## src/rtl/gpio_rgb_arbiter_if.sv

```systemverilog
// Handshake and output bus of the RGB output sequencer.
// The producer side uses the master modport; the sequencer uses the slave modport.
interface gpio_rgb_arbiter_if #(
    parameter int WIDTH  = 32,
    parameter int GROUPS = 40000
);
    localparam int CW = $clog2(GROUPS + 1);

    logic [WIDTH-1:0] inR;
    logic [WIDTH-1:0] inG;
    logic [WIDTH-1:0] inB;
    logic             validR;
    logic             validG;
    logic             validB;
    logic             readyR;
    logic             readyG;
    logic             readyB;
    logic [WIDTH-1:0] GPIO;
    logic             GPIOEnR;
    logic             GPIOEnG;
    logic             GPIOEnB;
    logic             GPIOEn;
    logic [CW-1:0]    groupCount;
    logic             done;

    modport master (
        output inR, inG, inB, validR, validG, validB,
        input  readyR, readyG, readyB,
        input  GPIO, GPIOEnR, GPIOEnG, GPIOEnB, GPIOEn, groupCount, done
    );

    modport slave (
        input  inR, inG, inB, validR, validG, validB,
        output readyR, readyG, readyB,
        output GPIO, GPIOEnR, GPIOEnG, GPIOEnB, GPIOEn, groupCount, done
    );
endinterface

```

## src/rtl/gpio_rgb_arbiter.sv

```systemverilog
// Buffers R/G/B lane words in small FIFOs and serialises them onto one GPIO bus.
// GPIO_STRICT_ORDER_EN defined: strict R->G->B rotation; undefined: work-conserving round-robin.
module gpio_rgb_arbiter #(
    parameter int WIDTH  = 32,
    parameter int DEPTH  = 2,
    parameter int GROUPS = 40000
) (
    input  logic                clk,
    input  logic                rst,
    gpio_rgb_arbiter_if.slave   bus
);
    localparam int CW = $clog2(GROUPS + 1);
    localparam int PW = $clog2(DEPTH);
    localparam int OW = $clog2(DEPTH + 1);

    typedef enum logic [1:0] {
        SEND_R = 2'd0,
        SEND_G = 2'd1,
        SEND_B = 2'd2,
        DONE   = 2'd3
    } state_t;

    logic [WIDTH-1:0] in_s    [3];
    logic [WIDTH-1:0] head_s  [3];
    logic [2:0]       valid_s;
    logic [2:0]       ready_s;
    logic [2:0]       push_s;
    logic [2:0]       pop_s;

    logic [WIDTH-1:0] mem_q    [3][DEPTH];
    logic [WIDTH-1:0] mem_d    [3][DEPTH];
    logic [PW-1:0]    wr_ptr_q [3];
    logic [PW-1:0]    wr_ptr_d [3];
    logic [PW-1:0]    rd_ptr_q [3];
    logic [PW-1:0]    rd_ptr_d [3];
    logic [OW-1:0]    occ_q    [3];
    logic [OW-1:0]    occ_d    [3];

    state_t           state_q, state_d;
    logic             grant_vld_s;
    logic [1:0]       grant_lane_s;
    logic [CW-1:0]    count_q, count_d;
    logic             done_q, done_d;
    logic [WIDTH-1:0] gpio_q, gpio_d;
    logic [2:0]       stb_q, stb_d;
    logic             gpio_en_q, gpio_en_d;

    function automatic logic [1:0] next_lane(input logic [1:0] lane);
        case (lane)
            2'd0:    return 2'd1;
            2'd1:    return 2'd2;
            default: return 2'd0;
        endcase
    endfunction

    assign in_s[0] = bus.inR;
    assign in_s[1] = bus.inG;
    assign in_s[2] = bus.inB;
    assign valid_s = {bus.validB, bus.validG, bus.validR};

    // Lane handshake: ready depends on registered occupancy and done only.
    always_comb begin
        ready_s = 3'b000;
        push_s  = 3'b000;
        pop_s   = 3'b000;
        for (int i = 0; i < 3; i++) begin
            ready_s[i] = (occ_q[i] != OW'(DEPTH)) && !done_q;
            push_s[i]  = valid_s[i] && ready_s[i];
            pop_s[i]   = grant_vld_s && (grant_lane_s == 2'(i));
            head_s[i]  = mem_q[i][rd_ptr_q[i]];
        end
    end

    // Grant selection; the state doubles as the lane searched first.
    always_comb begin
        logic [1:0] cand_v;
        grant_vld_s  = 1'b0;
        grant_lane_s = 2'd0;
        cand_v       = state_q;
        if (state_q != DONE) begin
`ifdef GPIO_STRICT_ORDER_EN
            if (occ_q[cand_v] != {OW{1'b0}}) begin
                grant_vld_s  = 1'b1;
                grant_lane_s = cand_v;
            end else begin
                grant_vld_s  = 1'b0;
            end
`else
            for (int k = 0; k < 3; k++) begin
                if (!grant_vld_s && (occ_q[cand_v] != {OW{1'b0}})) begin
                    grant_vld_s  = 1'b1;
                    grant_lane_s = cand_v;
                end else begin
                    grant_vld_s  = grant_vld_s;
                end
                cand_v = next_lane(cand_v);
            end
`endif
        end else begin
            grant_vld_s = 1'b0;
        end
    end

    // Next state, B-word group counter and frame-done detection.
    always_comb begin
        state_d = state_q;
        count_d = count_q;
        done_d  = done_q;
        case (state_q)
            SEND_R, SEND_G, SEND_B: begin
                if (grant_vld_s) begin
                    if (grant_lane_s == 2'd2) begin
                        count_d = count_q + CW'(1);
                        if (count_d == CW'(GROUPS)) begin
                            state_d = DONE;
                            done_d  = 1'b1;
                        end else begin
                            state_d = SEND_R;
                        end
                    end else begin
                        state_d = state_t'(next_lane(grant_lane_s));
                    end
                end else begin
                    state_d = state_q;
                end
            end
            DONE:    state_d = DONE;
            default: state_d = SEND_R;
        endcase
    end

    // Output word, one-hot strobe and sticky enable.
    always_comb begin
        gpio_d    = gpio_q;
        stb_d     = 3'b000;
        gpio_en_d = gpio_en_q;
        if (grant_vld_s) begin
            gpio_d              = head_s[grant_lane_s];
            stb_d[grant_lane_s] = 1'b1;
            gpio_en_d           = 1'b1;
        end else begin
            gpio_d = gpio_q;
        end
    end

    // FIFO pointers wrap naturally because DEPTH is a power of two.
    always_comb begin
        mem_d    = mem_q;
        wr_ptr_d = wr_ptr_q;
        rd_ptr_d = rd_ptr_q;
        occ_d    = occ_q;
        for (int i = 0; i < 3; i++) begin
            if (push_s[i]) begin
                mem_d[i][wr_ptr_q[i]] = in_s[i];
                wr_ptr_d[i]           = wr_ptr_q[i] + PW'(1);
            end else begin
                wr_ptr_d[i] = wr_ptr_q[i];
            end
            if (pop_s[i]) begin
                rd_ptr_d[i] = rd_ptr_q[i] + PW'(1);
            end else begin
                rd_ptr_d[i] = rd_ptr_q[i];
            end
            case ({push_s[i], pop_s[i]})
                2'b10:   occ_d[i] = occ_q[i] + OW'(1);
                2'b01:   occ_d[i] = occ_q[i] - OW'(1);
                default: occ_d[i] = occ_q[i];
            endcase
        end
    end

    // State and output registers.
    always_ff @(posedge clk or posedge rst) begin
        if (rst) begin
            state_q   <= SEND_R;
            count_q   <= {CW{1'b0}};
            done_q    <= 1'b0;
            gpio_q    <= {WIDTH{1'b0}};
            stb_q     <= 3'b000;
            gpio_en_q <= 1'b0;
        end else begin
            state_q   <= state_d;
            count_q   <= count_d;
            done_q    <= done_d;
            gpio_q    <= gpio_d;
            stb_q     <= stb_d;
            gpio_en_q <= gpio_en_d;
        end
    end

    // Lane FIFO storage and pointers.
    always_ff @(posedge clk or posedge rst) begin
        if (rst) begin
            for (int i = 0; i < 3; i++) begin
                wr_ptr_q[i] <= {PW{1'b0}};
                rd_ptr_q[i] <= {PW{1'b0}};
                occ_q[i]    <= {OW{1'b0}};
                for (int j = 0; j < DEPTH; j++) begin
                    mem_q[i][j] <= {WIDTH{1'b0}};
                end
            end
        end else begin
            mem_q    <= mem_d;
            wr_ptr_q <= wr_ptr_d;
            rd_ptr_q <= rd_ptr_d;
            occ_q    <= occ_d;
        end
    end

    assign bus.readyR     = ready_s[0];
    assign bus.readyG     = ready_s[1];
    assign bus.readyB     = ready_s[2];
    assign bus.GPIO       = gpio_q;
    assign bus.GPIOEnR    = stb_q[0];
    assign bus.GPIOEnG    = stb_q[1];
    assign bus.GPIOEnB    = stb_q[2];
    assign bus.GPIOEn     = gpio_en_q;
    assign bus.groupCount = count_q;
    assign bus.done       = done_q;
endmodule

```

## src/flat_wrapper.sv

```systemverilog
// flat-port wrapper written by rule: the top's interface ports become plain ports
module gpio_rgb_arbiter_flat 
#(
    parameter int WIDTH  = 32,
    parameter int DEPTH  = 2,
    parameter int GROUPS = 40000
)
  (clk, rst, bus_inR, bus_inG, bus_inB, bus_validR, bus_validG, bus_validB, bus_readyR, bus_readyG, bus_readyB, bus_GPIO, bus_GPIOEnR, bus_GPIOEnG, bus_GPIOEnB, bus_GPIOEn, bus_groupCount, bus_done);
  gpio_rgb_arbiter_if #(.WIDTH(WIDTH), .GROUPS(GROUPS)) bus_i ();
  input  logic clk;
  input  logic rst;
  input wire logic [$bits(bus_i.inR)-1:0] bus_inR;
  input wire logic [$bits(bus_i.inG)-1:0] bus_inG;
  input wire logic [$bits(bus_i.inB)-1:0] bus_inB;
  input wire logic [$bits(bus_i.validR)-1:0] bus_validR;
  input wire logic [$bits(bus_i.validG)-1:0] bus_validG;
  input wire logic [$bits(bus_i.validB)-1:0] bus_validB;
  output wire logic [$bits(bus_i.readyR)-1:0] bus_readyR;
  output wire logic [$bits(bus_i.readyG)-1:0] bus_readyG;
  output wire logic [$bits(bus_i.readyB)-1:0] bus_readyB;
  output wire logic [$bits(bus_i.GPIO)-1:0] bus_GPIO;
  output wire logic [$bits(bus_i.GPIOEnR)-1:0] bus_GPIOEnR;
  output wire logic [$bits(bus_i.GPIOEnG)-1:0] bus_GPIOEnG;
  output wire logic [$bits(bus_i.GPIOEnB)-1:0] bus_GPIOEnB;
  output wire logic [$bits(bus_i.GPIOEn)-1:0] bus_GPIOEn;
  output wire logic [$bits(bus_i.groupCount)-1:0] bus_groupCount;
  output wire logic [$bits(bus_i.done)-1:0] bus_done;
  assign bus_i.inR = bus_inR;
  assign bus_i.inG = bus_inG;
  assign bus_i.inB = bus_inB;
  assign bus_i.validR = bus_validR;
  assign bus_i.validG = bus_validG;
  assign bus_i.validB = bus_validB;
  assign bus_readyR = bus_i.readyR;
  assign bus_readyG = bus_i.readyG;
  assign bus_readyB = bus_i.readyB;
  assign bus_GPIO = bus_i.GPIO;
  assign bus_GPIOEnR = bus_i.GPIOEnR;
  assign bus_GPIOEnG = bus_i.GPIOEnG;
  assign bus_GPIOEnB = bus_i.GPIOEnB;
  assign bus_GPIOEn = bus_i.GPIOEn;
  assign bus_groupCount = bus_i.groupCount;
  assign bus_done = bus_i.done;
  gpio_rgb_arbiter #(.WIDTH(WIDTH), .DEPTH(DEPTH), .GROUPS(GROUPS)) u_core (.clk(clk), .rst(rst), .bus(bus_i));
endmodule
```

## config.mk

```make
export PLATFORM = sky130hd
export DESIGN_NAME = gpio_rgb_arbiter_flat
export DESIGN_NICKNAME = d
export VERILOG_FILES = /design/src/rtl/gpio_rgb_arbiter_if.sv /design/src/rtl/gpio_rgb_arbiter.sv /design/src/flat_wrapper.sv
export SDC_FILE = /design/constraint.sdc
export NUM_CORES = 1
export LEC_CHECK = 0
export CAP_MARGIN = 20
export CORE_UTILIZATION = 55
export CTS_BUF_LIST = sky130_fd_sc_hd__clkbuf_4 sky130_fd_sc_hd__clkbuf_8 sky130_fd_sc_hd__clkbuf_16
export CTS_CLUSTER_SIZE = 14
export DETAILED_ROUTE_END_ITERATION = 10
export PLACE_DENSITY = 0.88
export SLEW_MARGIN = 20
export SYNTH_ARGS = -nofsm -noshare
export SYNTH_HDL_FRONTEND = slang
export SYNTH_SLANG_ARGS = --single-unit
```

## constraint.sdc

```tcl
create_clock -name clk -period 8.8 [get_ports clk]
set_clock_uncertainty 0.2 [all_clocks]
set_input_delay 0.88 -clock clk [delete_from_list [all_inputs] [get_ports clk]]
set_output_delay 0.88 -clock clk [all_outputs]
set_load 0.01 [all_outputs]
```

==> results.yml <==
route:
  viasPerCell: 5.70
  wl_per_cell_um: 19.7
  drt-total-wl_mm: 24.9
  drtAntennaViolNets: 0
  first_pass_iters: 5
  drc: 0
  dr_total_vias: 7186
  drtIter0Drc: 329
die:
  die-height_um: 145
  coreArea_um2: 20200
  io_pins: 157
  fp.dieW_um: 145
  start_util_pct: 56.1
  die_area_um2: 21200
  row_count: 52
grt:
  grt_busiest_layer: "met2"
  grt_util_met1_pct: 32.9
  grt_overflow_total: 0
  track_usage_pct: 23.8
  met3_usage_pct: 3.26
  use_met2_pct: 39.7
  antenna_found_initial: 1
  first_global_vias: 7537
  grt_pass1_wl_mm: 39.9
  grt_start_max_net_pins: 122
synth:
  synth_top_area_share_pct: 57.3
  synth_edf_count: 0
  synthArstFlopShare_pct: 100
  post-synth-top-area-cell: "dfrtp_1"
  synth.cell_area_um2: 11300
  synth_seq_cells: 259
  seq_area_frac_synth_pct: 57.3
  synthCells: 833
  synth.net_count: 938
  ys_types: 43
  synth_area_leaders: "dfrtp_1 (57%), mux2_2 (20%), mux2i_1 (7.7%), xnor2_1 (1.9%), o221ai_1 (1.7%)"
  synthTopCellsByCount: "dfrtp_1 (259), mux2_2 (202), mux2i_1 (87), nor2_1 (39), a21oi_1 (37)"
  synth-main-ff-cell: "dfrtp_1"
  synth_most_common_cell: "dfrtp_1"
  yosys_warnings: 0
  avgSynthCellArea_um2: 13.6
setup_path:
  critPathKind: "flip-flop to output pin"
  cp.arrival_ps: 2030
  ff2ff_setup_slack_ps: 5780
  reg2reg_to: "u_core.occ_q[1]$_DFFE_PP0P_"
  cp_slowest_cell: "clkdlybuf4s50_1"
  cp_cell_sequence: "inv_1, a21oi_1, clkdlybuf4s50_1"
  cp.depth: 3
  crit_buf_inv: 2
  critPathLaunchType: "flip-flop"
  max_stage_delay_ps: 620
  r2r_start: "u_core.occ_q[4]$_DFFE_PP0P_"
  critPathMaxFanout: 7
  endpoint: "bus_readyG"
  startpoint: "u_core.occ_q[2]$_DFFE_PP0P_"
  end_kind: "output pin"
  cp_data_required_time_ps: 7720
  crit_family: "buffers and inverters"
  reg2reg_depth: 7
clocking:
  clock_latency_ps: 520
  cts_root_buffer: "clkbuf_16"
  numCtsBuffers: 26
  clkTransAtPathRegs_ps: 60
  cts_tree: "done"
  postCtsSetupBuffers: 0
  htreeDepth: 1
  clock_sinks: 259
  cts_buffer_depth: 3
  ctsResizeCount: 0
  cts_hold_buf: 0
place:
  place.gp.congestion: 0.761
  hpwlAfterDp_mm: 15.8
  io_buffers: 156
  dpl_cell_area_um2: 13100
run:
  maxCapViolCount: 0
final_layout:
  nFillCells: 1431
  fin_util_pct: 69.2
  layout-drive-gt1-share_pct: 27.2
  postLayoutCellArea_um2: 14000
  regArea_um2: 6480
  antenna_cells: 0
  area_growth_pct: 23.4
  nets: 1081
  multiInputGateArea_um2: 4590
power_and_ir_drop:
  power_leakage_nw: 5.97
  power_density_nw_per_um2: 395
  vdd_ir_drop_max_mv: 0.199
sta:
  timing.fmax_mhz: 322
  tns_ps: 0
  worstMarginPinSlew_ps: 1130
  maxSlewViolCount: 0
  setup_viol: 0
  max_slew_margin_pct: 24.8
  final.min_clock_period_ps: 3110
  post-route-period-util_pct: 35.3
  rsz0062_at_grt: "false"
  hold_viol_final: 0
worst_hold_path:
  hold_class: "flip-flop to flip-flop"
outcome:
  outcome: "finished clean"
[routing by layer]
| layer | share of wire, % | vias up | wire length (µm) |
|---|---|---|---|
| met5 | 0.044 | - | 11 |
| met4 | 1.7 | 2 | 428 |
| met3 | 4.0 | 38 | 989 |
| met2 | 49 | 177 | 12200 |
| met1 | 45 | 3681 | 11300 |
| li1 | - | 3288 | - |
[kinds of logic after synthesis]
kind of cell / share of synthesized area, %
muxes: 27.8
DFF: 57.3
and+or+nand+nor: 4.05
AOI/OAI and AO/OA: 5.43
buffers and inverters: 2.53
xor gates and xnor gates: 2.48
adders and majority gates: 0.442
[area by class of cell]
| class | count | area share (%) |
|---|---|---|
| Sequential cell | 259 | 46.5 |
| Multi-Input combinational cell | 516 | 32.9 |
| Timing Repair Buffer | 163 | 11.9 |
| Clock buffer | 39 | 5.67 |
| Tap cell | 270 | 2.42 |
| Clock inverter | 4 | 0.323 |
| Inverter | 10 | 0.323 |
[stage by stage]
stage               hold slack (ps)  instances  power [W]  setup WS, ps
floorplan                       268        833    0.00372           593
global placement                264       1215    0.00432          5430
detailed placement              279       1215    0.00444          5400
CTS                             294       1258    0.00553          5700
global route                    294       1261    0.00584          5620
finish                          284       1261    0.00552          5690
[state kept, by name (all words and copies together) (netlist names)]
name / flops
u_core.stb_q: 3
u_core.bus.GPIOEn: 1
u_core.bus.GPIO: 32
u_core.bus.groupCount: 16
u_core.occ_q: 6
u_core.state_q: 2
u_core.rd_ptr_q: 3
u_core.mem_q: 192
u_core.bus.done: 1
u_core.wr_ptr_q: 3
[how the worst min path moves through the flow]
stage / startpoint / end / slack, ps / cells after the start
after global routing: u_core.bus.GPIOEn$_DFFE_PP0P_ / u_core.bus.GPIOEn$_DFFE_PP0P_ / 290 / 1
after floorplan: u_core.wr_ptr_q[0]$_DFFE_PP0P_ / u_core.wr_ptr_q[0]$_DFFE_PP0P_ / 270 / 1
after detailed placement: u_core.bus.GPIOEn$_DFFE_PP0P_ / u_core.bus.GPIOEn$_DFFE_PP0P_ / 280 / 1
after global placement: u_core.bus.GPIO[3]$_DFFE_PP0P_ / u_core.bus.GPIO[3]$_DFFE_PP0P_ / 260 / 2
after CTS: u_core.bus.GPIO[3]$_DFFE_PP0P_ / u_core.bus.GPIO[3]$_DFFE_PP0P_ / 290 / 2
final: u_core.bus.GPIO[3]$_DFFE_PP0P_ / u_core.bus.GPIO[3]$_DFFE_PP0P_ / 280 / 2
[worst reg2reg max path, stage by stage (launching register included)]
cell and delay [ps]:
dfrtp_1 480, o21bai_4 190, a21oi_1 70, or3_2 880
inv_1 500, ha_1 340, nor2_1 140, xor2_1 140
[placed cells by master, fill, tap and decap left out, drive strengths merged, types with 3 or more instances in the layout]
master,count
nor4,3
nand4,6
clkbuf,39
mux2i,87
o221ai,22
nor2,39
nand2b,3
dfrtp,259
inv,10
o21ai,13
clkinv,3
xor2,7
xnor2,25
nand2,22
clkdlybuf4s50,156
mux2,202
nand3,12
nor3,5
a21oi,37
o22ai,10
buf,7
ha,4
[power by group]
part | total (W) | leakage [nW] | switching (W) | internal, W
logic | 0.00216 | 2.46 | 0.000960 | 0.00120
clock network | 0.00107 | 0.424 | 0.000430 | 0.000644
registers | 0.00228 | 3.08 | 0.000482 | 0.00180
No activity file was read; power rests on OpenSTA's default activity.
==> patch, RTL diff (config.mk and constraints unchanged) <==
`GROUPS` is set to 40000 in 3 places; all go to 80000.
--- a/src/rtl/gpio_rgb_arbiter_if.sv
+++ b/src/rtl/gpio_rgb_arbiter_if.sv
@@ -4,3 +4,3 @@
     parameter int WIDTH  = 32,
-    parameter int GROUPS = 40000
+    parameter int GROUPS = 80000
 );
--- a/src/rtl/gpio_rgb_arbiter.sv
+++ b/src/rtl/gpio_rgb_arbiter.sv
@@ -5,3 +5,3 @@
     parameter int DEPTH  = 2,
-    parameter int GROUPS = 40000
+    parameter int GROUPS = 80000
 ) (
--- a/src/flat_wrapper.sv
+++ b/src/flat_wrapper.sv
@@ -5,3 +5,3 @@
     parameter int DEPTH  = 2,
-    parameter int GROUPS = 40000
+    parameter int GROUPS = 80000
 )
Interface: changed (resized bus_groupCount); port bits go from 157 to 158. No check against the original RTL was run, so the function may have changed too.
==> patch against the original RTL <==
- worst setup slack got worse by 120 ps
- critical path depth did not move
- sequential cell count rose by 1
- fmax fell by 3.6%
- via count rose by 0.97%
- area after synthesis rose by 1.3%
- wire length rose by 0.94%
- non-clock buffer count rose by 1
- design area rose by 1.6%
- clock power rose by 7%
- total power rose by 0.83%
- critical endpoint is now bus_readyR
==> patch: results (changes against the original RTL) <==
| Metric | Value |
|---|---|
| Final clock-cell share | `6.39% (was 5.99%)` |
| Initial antenna violation count | `3 (was 1)` |
| Largest net degree at the start of global routing | `111 (was 122)` |
| Syn nets | `955 (was 938)` |
| VDD IR max | `209 µV (was 199 µV)` |
| Largest cells by area after synthesis | `dfrtp_1 (57%), mux2_2 (15%), mux2i_1 (8.0%), mux2_1 (3.8%), o221ai_1 (2.1%) (was dfrtp_1 (57%), mux2_2 (20%), mux2i_1 (7.7%), xnor2_1 (1.9%), o221ai_1 (1.7%))` |
| Netlist cell types | `50 (was 43)` |
| Status | `complete, no violations (unchanged)` |
| Clock buffer count | `41 (was 39)` |
| IO Port Bufs | `157 (was 156)` |
| WP data arrival | `2140 ps (was 2030 ps)` |
| Final HPWL DP | `15.6 mm (was 15.8 mm)` |
| Critical path origin | `u_core.occ_q[4] (was u_core.occ_q[2])` |
| Non-CTS inverters | `11 (was 10)` |
| Worst R2R Path Depth | `4 (was 7)` |
| Worst Path Max Fanout | `6 (was 7)` |
| Hold Path Sink | `u_core.bus.GPIOEn (was u_core.bus.GPIO[3])` |
| Reg2reg end | `u_core.mem_q[137] (was u_core.occ_q[1])` |
| Pleak | `6.11 nW (was 5.97 nW)` |
| NonClk Buf Share | `11.8% (was 11.9%)` |
| Register area share after synthesis | `56.7% (was 57.3%)` |
| Multi-input combinational area share | `33.1% (was 32.9%)` |
| Worst setup path endpoint | `bus_readyR (was bus_readyG)` |
| N_diodes | `1 (was 0)` |
| Nonclk buf count | `164 (was 163)` |
| Comb_multi_in | `525 (was 516)` |
| Adder-cell share of the synthesized area | `0.546% (was 0.442%)` |
| Slowest stage delay, CP | `660 ps (was 620 ps)` |
| Vias/cell | `5.67 (was 5.70)` |
| Post-Synth XOR/XNOR Area | `2.66% (was 2.48%)` |
| Num CTS Buffers | `27 (was 26)` |
| Hold_sp | `u_core.bus.GPIOEn (was u_core.bus.GPIO[3])` |
| Multiplexer share of the synthesized area | `27.3% (was 27.8%)` |
| Global-route wire length before repair | `41.6 mm (was 39.9 mm)` |
| Drt first pass iters | `4 (was 5)` |
| Comb. pwr | `2.12 mW (was 2.16 mW)` |
| Synth top cells by count | `dfrtp_1 (260), mux2_2 (157), mux2i_1 (92) (was dfrtp_1 (259), mux2_2 (202), mux2i_1 (87))` |
| Sequential cell area share | `45.9% (was 46.5%)` |
| Seq cells post-synth | `260 (was 259)` |
| GPL Wtd Cong | `0.780 (was 0.761)` |
| NetSw | `1.89 mW (was 1.87 mW)` |
| Vias in the first global route | `7747 (was 7537)` |
## patch: cell types whose count changed after synthesis, sizes merged, moves of 4 or more
cell,delta
mux2i,+5
a31oi,+4
o221ai,+7
o32ai,+4
buf,+5
o21ai,-6
mux2,-6
o22ai,-7
## patch: through the flow
stage | cells | power, mW | setup WS, ps | instance area [µm²] | hold slack (ps)
floorplan | 849 | 3.71 | 565 | 11500 | 257
global placement | 1227 | 4.30 | 5500 | 13200 | 252
detailed placement | 1227 | 4.41 | 5470 | 13200 | 257
CTS | 1276 | 5.58 | 5550 | 14100 | 271
global route | 1279 | 5.90 | 5470 | 14200 | 301
finish | 1280 | 5.56 | 5580 | 14200 | 272
## patch: per-layer routing
| layer | GRT usage (%) | vias up | part of all wire, % |
|---|---|---|---|
| li1 | - | 3346 | - |
| met1 | 34.4 | 3699 | 45 |
| met2 | 40.1 | 171 | 48 |
| met3 | 4.06 | 38 | 4.4 |
| met4 | 6.61 | 2 | 2.2 |
| met5 | 0 | - | 0.040 |
